==> config.mk <==
export PLATFORM = sky130hd
export DESIGN_NAME = srca_pipe_flat
export DESIGN_NICKNAME = d
export VERILOG_FILES = /design/src/rtl/srca_pipe_if.sv /design/src/rtl/srca_pipe.sv /design/src/flat_wrapper.sv
export SDC_FILE = /design/constraint.sdc
export NUM_CORES = 1
export LEC_CHECK = 0
export ABC_AREA = 1
export ABC_CLOCK_PERIOD_IN_PS = 6650
export BUFFER_PORTS_ARGS = -buffer_cell sky130_fd_sc_hd__buf_2
export CAP_MARGIN = 10
export CORE_ASPECT_RATIO = 0.7
export CORE_UTILIZATION = 60
export DETAILED_ROUTE_END_ITERATION = 16
export PLACE_DENSITY = 0.82
export SYNTH_ARGS = -nofsm -noshare
export SYNTH_HDL_FRONTEND = slang
export SYNTH_SLANG_ARGS = --single-unit
==> constraint.sdc <==
create_clock -name clk -period 6.65 [get_ports clk]
set_input_delay 0.665 -clock clk [delete_from_list [all_inputs] [get_ports clk]]
set_output_delay 0.665 -clock clk [all_outputs]
set_load 0.02 [all_outputs]
==> src/rtl/srca_pipe_if.sv <==
// Handshake bundle for the segmented carry adder pipeline: operand beat in, result beat out.
interface srca_pipe_if #(
    parameter int WIDTH = 16
);
    logic             in_valid;
    logic             in_ready;
    logic [WIDTH-1:0] in_a;
    logic [WIDTH-1:0] in_b;
    logic             in_cin;
    logic             in_approx;
    logic             out_valid;
    logic             out_ready;
    logic [WIDTH-1:0] out_sum;
    logic             out_cout;
    logic             out_approx;

    // Upstream/downstream environment side: offers operands and consumes results.
    modport master (
        output in_valid, in_a, in_b, in_cin, in_approx, out_ready,
        input  in_ready, out_valid, out_sum, out_cout, out_approx
    );

    // Adder side: accepts operands and presents results.
    modport slave (
        input  in_valid, in_a, in_b, in_cin, in_approx, out_ready,
        output in_ready, out_valid, out_sum, out_cout, out_approx
    );
endinterface

==> src/rtl/srca_pipe.sv <==
// Pipelined block-ripple adder with a per-beat approximate mode.
// Block j is summed in stage j; each stage carries the partial sum, the block
// carry, the mode bit and the operand bits still waiting to be added.
// The still-pending operand bits are kept shifted down so the next block to be
// added always sits at the bottom of the operand registers.
module srca_pipe #(
    parameter int WIDTH = 16,
    parameter int BLK   = 4
) (
    input logic        clk,
    input logic        rst_n,
    srca_pipe_if.slave bus
);
    localparam int NBLK = WIDTH / BLK;

    // Stage registers, one entry per block.
    logic             r_valid [NBLK];
    logic [WIDTH-1:0] r_sum   [NBLK];
    logic             r_carry [NBLK];
    logic             r_mode  [NBLK];
    logic [WIDTH-1:0] r_opA   [NBLK];
    logic [WIDTH-1:0] r_opB   [NBLK];

    // What each stage would load: predecessor contents or the input port.
    logic             w_srcValid [NBLK];
    logic [WIDTH-1:0] w_srcSum   [NBLK];
    logic             w_srcCarry [NBLK];
    logic             w_srcMode  [NBLK];
    logic [WIDTH-1:0] w_srcA     [NBLK];
    logic [WIDTH-1:0] w_srcB     [NBLK];
    logic [BLK:0]     w_blk      [NBLK];

    logic [NBLK-1:0]  w_en;
    logic             w_chain;

    // One block of ripple cells; in approximate mode the bottom cell ORs the
    // incoming carry into its sum and generates its carry from a&b alone.
    function automatic logic [BLK:0] addBlock(
        input logic [BLK-1:0] a,
        input logic [BLK-1:0] b,
        input logic           cin,
        input logic           approx
    );
        logic [BLK-1:0] s;
        logic           c;
        s = '0;
        c = cin;
        for (int i = 0; i < BLK; i++) begin
            if (i == 0 && approx) begin
                s[i] = (a[i] ^ b[i]) | c;
                c    = a[i] & b[i];
            end else begin
                s[i] = a[i] ^ b[i] ^ c;
                c    = (a[i] & b[i]) | (a[i] & c) | (b[i] & c);
            end
        end
        return {c, s};
    endfunction

    // Backpressure chain: a stage may load if it is empty or the stage after it moves.
    always_comb begin
        w_en    = '0;
        w_chain = bus.out_ready | ~r_valid[NBLK-1];
        w_en[NBLK-1] = w_chain;
        for (int j = NBLK - 2; j >= 0; j--) begin
            w_chain = ~r_valid[j] | w_chain;
            w_en[j] = w_chain;
        end
    end

    assign bus.in_ready   = w_en[0];
    assign bus.out_valid  = r_valid[NBLK-1];
    assign bus.out_sum    = r_sum[NBLK-1];
    assign bus.out_cout   = r_carry[NBLK-1];
    assign bus.out_approx = r_mode[NBLK-1];

    for (genvar j = 0; j < NBLK; j++) begin : g_stage
        if (j == 0) begin : g_first
            assign w_srcValid[j] = bus.in_valid & w_en[0];
            assign w_srcSum[j]   = '0;
            assign w_srcCarry[j] = bus.in_cin;
            assign w_srcMode[j]  = bus.in_approx;
            assign w_srcA[j]     = bus.in_a;
            assign w_srcB[j]     = bus.in_b;
        end else begin : g_next
            assign w_srcValid[j] = r_valid[j-1];
            assign w_srcSum[j]   = r_sum[j-1];
            assign w_srcCarry[j] = r_carry[j-1];
            assign w_srcMode[j]  = r_mode[j-1];
            assign w_srcA[j]     = r_opA[j-1];
            assign w_srcB[j]     = r_opB[j-1];
        end

        assign w_blk[j] = addBlock(w_srcA[j][BLK-1:0], w_srcB[j][BLK-1:0],
                                   w_srcCarry[j], w_srcMode[j]);

        // Stage j: add block j and advance the beat, or hold while stalled.
        always_ff @(posedge clk) begin
            if (!rst_n) begin
                r_valid[j] <= 1'b0;
                r_sum[j]   <= '0;
                r_carry[j] <= 1'b0;
                r_mode[j]  <= 1'b0;
                r_opA[j]   <= '0;
                r_opB[j]   <= '0;
            end else if (w_en[j]) begin
                r_valid[j] <= w_srcValid[j];
                r_sum[j]   <= w_srcSum[j] | (WIDTH'(w_blk[j][BLK-1:0]) << (j * BLK));
                r_carry[j] <= w_blk[j][BLK];
                r_mode[j]  <= w_srcMode[j];
                r_opA[j]   <= w_srcA[j] >> BLK;
                r_opB[j]   <= w_srcB[j] >> BLK;
            end
        end
    end
endmodule

==> src/flat_wrapper.sv <==
// flat-port wrapper written by rule: the top's interface ports become plain ports
module srca_pipe_flat 
#(
    parameter int WIDTH = 16,
    parameter int BLK   = 4
)
  (clk, rst_n, bus_in_valid, bus_in_a, bus_in_b, bus_in_cin, bus_in_approx, bus_out_ready, bus_in_ready, bus_out_valid, bus_out_sum, bus_out_cout, bus_out_approx);
  srca_pipe_if #(.WIDTH(WIDTH)) bus_i ();
  input logic clk;
  input logic rst_n;
  input wire logic [$bits(bus_i.in_valid)-1:0] bus_in_valid;
  input wire logic [$bits(bus_i.in_a)-1:0] bus_in_a;
  input wire logic [$bits(bus_i.in_b)-1:0] bus_in_b;
  input wire logic [$bits(bus_i.in_cin)-1:0] bus_in_cin;
  input wire logic [$bits(bus_i.in_approx)-1:0] bus_in_approx;
  input wire logic [$bits(bus_i.out_ready)-1:0] bus_out_ready;
  output wire logic [$bits(bus_i.in_ready)-1:0] bus_in_ready;
  output wire logic [$bits(bus_i.out_valid)-1:0] bus_out_valid;
  output wire logic [$bits(bus_i.out_sum)-1:0] bus_out_sum;
  output wire logic [$bits(bus_i.out_cout)-1:0] bus_out_cout;
  output wire logic [$bits(bus_i.out_approx)-1:0] bus_out_approx;
  assign bus_i.in_valid = bus_in_valid;
  assign bus_i.in_a = bus_in_a;
  assign bus_i.in_b = bus_in_b;
  assign bus_i.in_cin = bus_in_cin;
  assign bus_i.in_approx = bus_in_approx;
  assign bus_i.out_ready = bus_out_ready;
  assign bus_in_ready = bus_i.in_ready;
  assign bus_out_valid = bus_i.out_valid;
  assign bus_out_sum = bus_i.out_sum;
  assign bus_out_cout = bus_i.out_cout;
  assign bus_out_approx = bus_i.out_approx;
  srca_pipe #(.WIDTH(WIDTH), .BLK(BLK)) u_core (.clk(clk), .rst_n(rst_n), .bus(bus_i));
endmodule
==> flow_summary_export.csv <==
group,metric,value,unit
floorplanning,core,6975,um2
setup_path,timing.critical_path.buf_inv,1,
floorplanning,start_util,63.91,%
timing,slew_violations,0,
clock_tree,cts-root-buf,"clkbuf_8",
finish,register_area,2973,um2
power_and_ir_drop,switchingPower,255.0,uW
finish,finalInstanceArea,5015,um2
worst_hold_path,min_path_cells,2,
setup_path,reg2regPathDepth,8,
setup_path,crit_path_frequent_cell,"fa_1",
drt,vias,2422,
clock_tree,ctsResizeCount,0,
power_and_ir_drop,clkPwrFrac,33.1,%
grt,grt_max_degree,32,
finish,antennaDiodeCount,0,
yosys,ys_seq_area_share,66.69,%
clock_tree,cts_buffer_depth,2,
yosys,yosys.area.top_type,"edfxtp_1",
timing,grt_setup_unrepaired,"no",
yosys,synth_seq_cells,100,
setup_path,start_kind,"register",
floorplanning,pin_count,58,
timing,max_freq,382.3,MHz
yosys,synth.distinct_cells,19,
timing,setup_viol,0,
finish,fillers,470,
grt,grt_pass1_vias,2341,
timing,fin_tns_setup,0,ps
clock_tree,clk_pin_slew,90,ps
yosys,syn_area,4458,um2
placed_design,placed_area,4790,um2
setup_path,regToRegStartpoint,"u_core.r_opB[1][0]",
finish,layout-drive-gt1-share,17.41,%
setup_path,r2r_end,"u_core.r_sum[3][15]",
yosys,yosysMostFrequentCell,"inv_1",
power_and_ir_drop,power,1221,uW
setup_path,end_kind,"register",
status,status,"completed",
flow_run,drv_cap,0,
timing,relSlewSlack,43.14,%
yosys,ys.warnings.count,0,
drt,ant_nets,0,
timing,worst_slew_pin_slew,850.9,ps
grt,grtUsageTotal,18.28,%
timing,finalHoldViolCount,0,
placed_design,hpwl,4.188,mm
setup_path,cp.required,6760,ps
timing,finClkSkew,7.028,ps
finish,final_nets,505,
finish,area_delta_synth_final,12.49,%
worst_hold_path,hp-class,"register to register",
setup_path,rrSetupSlack,4030,ps
power_and_ir_drop,p_int,966.2,uW
placed_design,routabilityCongestion,0.7509,
worst_hold_path,min_from,"u_core.r_carry[1][0]",
drt,vias_per_cell,4.469,
clock_tree,post_cts_buffers,0,
finish,multi_input_area,970.9,um2
floorplanning,die_w,105.0,um
yosys,synth-edff-count,97,
setup_path,worst_ep_arrival_time,2720,ps
clock_tree,clock_latency,350,ps
yosys,avgSynthCellArea,11.67,um2
power_and_ir_drop,leakagePower,0.002331,uW
power_and_ir_drop,p_comb_share,6.9,%
timing,fin_crit,2616,ps
worst_hold_path,hold_path_end,"u_core.r_carry[1][0]",
setup_path,crit_type,"register to register",
yosys,synth_common_cells,"inv_1, nor2_1, edfxtp_1",
setup_path,cpPeakStageDelay,490,ps
yosys,async_flop_share,0,%
clock_tree,hold_buffers,0,
setup_path,crit_path_cell_trace,"ha_1 -> nand2_1 -> o21ai_0 -> fa_1 -> fa_1 -> fa_1 -> inv_1 -> nor2_1",
floorplanning,die_area,7784,um2
power_and_ir_drop,swShare,20.88,%
timing,min_period_over_period,39.34,%
clock_tree,clkSinkCount,100,
clock_tree,cts_tree,"yes",
setup_path,cp_slowest_cell,"fa_1",
power_and_ir_drop,p_seq_share,59.9,%
drt,drc_errors,0,
yosys,synth_cells,382,
grt,antenna_found_initial,0,
power_and_ir_drop,cellPowerDensity,243.5,nW/um2
yosys,syn_nets,444,
yosys,ys.flop_type,"edfxtp_1",
placed_design,dp_slack,3821,ps
timing,fin_ws,4034,ps
drt,wire_per_inst,11.33,um
clock_tree,htree_levels,3,
grt,overflow,0,
setup_path,crit_family,"adder cells",
floorplanning,row_count,25,
grt,grt_pass1_wl,10.53,mm
clock_tree,numCtsBuffers,9,
yosys,synth_top_cells_by_area,"edfxtp_1, inv_1, nor2_1, fa_1, ha_1",
placed_design,portBuffers,57,
yosys,yosys.area.top_type_share,65.34,%
floorplanning,dieHeight,74.12,um
power_and_ir_drop,vdd_drop_max,0.1586,mV
drt,drt_first_iter_violations,112,
setup_path,crit_fanout,2,
drt,routed_wl,6.139,mm
drt,drt_first_pass_iters,4,
-- worst register-to-register path: cells and delay by family, from the launching register on --
family          cells  cell delay (ps)
compound gates      1              120
fa+ha+maj           4             1660
simple gates        2              110
buf+inv             1               60
flops               1              420
-- cell type report --
cell class / count / share of cell area (%)
multi-input combinational: 157 / 19.36
tap: 94 / 2.345
clock buffer: 12 / 2.695
timing repair buffer: 59 / 6.138
inverter: 116 / 8.683
sequential: 100 / 59.28
clock inverter: 4 / 1.497
-- metal layers --
metal | routed length (um) | share of wire [%] | track usage, %
met3 | 303 | 4.9 | 5.259
met5 | 0 | 0 | 0
met4 | 116 | 1.9 | 8.764
met1 | 2810 | 46 | 23.67
met2 | 2908 | 47 | 29.43
-- placed cells by master, fill, tap and decap left out, drive strengths merged --
| cell type | count |
|---|---|
| a21oi | 1 |
| buf | 59 |
| bufinv | 2 |
| clkbuf | 12 |
| clkinvlp | 2 |
| dfxtp | 3 |
| edfxtp | 97 |
| fa | 16 |
| ha | 8 |
| inv | 116 |
| nand2 | 10 |
| nand3 | 4 |
| nand4 | 2 |
| nor2 | 108 |
| o21ai | 8 |
-- flip-flops by register name (all words and copies together), names as in the netlist --
signal	count
u_core.r_opA	24
u_core.r_mode	4
u_core.r_valid	4
u_core.r_opB	24
u_core.r_carry	4
u_core.r_sum	40
-- cell families after synthesis --
logic type	share of synthesized area, %
buf+inv	11.54
simple gates	11.09
fa+ha+maj	9.430
compound gates	1.263
flops	66.69
-- power by group through the flow --
stage | logic [uW] | clock network (uW) | registers [uW]
final | 84.8 | 405 | 732
after global routing | 99.3 | 435 | 735
after CTS | 86.0 | 413 | 732
after detailed placement | 84.7 | 0 | 746
after global placement | 80.6 | 0 | 745
after floorplan | 54.1 | 0 | 749
-- stage by stage --
stage	instances	util (%)	hold slack, ps
floorplan	382	-	453.1
global placement	525	68.66	491.5
detailed placement	525	68.66	482.7
CTS	541	71.68	503.9
global route	542	71.89	519.4
finish	542	71.89	510.1
-- worst max-delay path by stage --
stage	start	to	depth (start not counted)
after floorplan	bus_in_cin	u_core.r_sum[0][3]	8
after CTS	u_core.r_opB[1][0]	u_core.r_sum[3][15]	8
after global placement	bus_in_cin	u_core.r_sum[0][3]	9
after detailed placement	bus_in_cin	u_core.r_sum[0][3]	9
after global routing	u_core.r_carry[0][0]	u_core.r_sum[1][7]	8
final	u_core.r_opB[1][0]	u_core.r_sum[3][15]	8
Power figures use the tool's default switching activity.
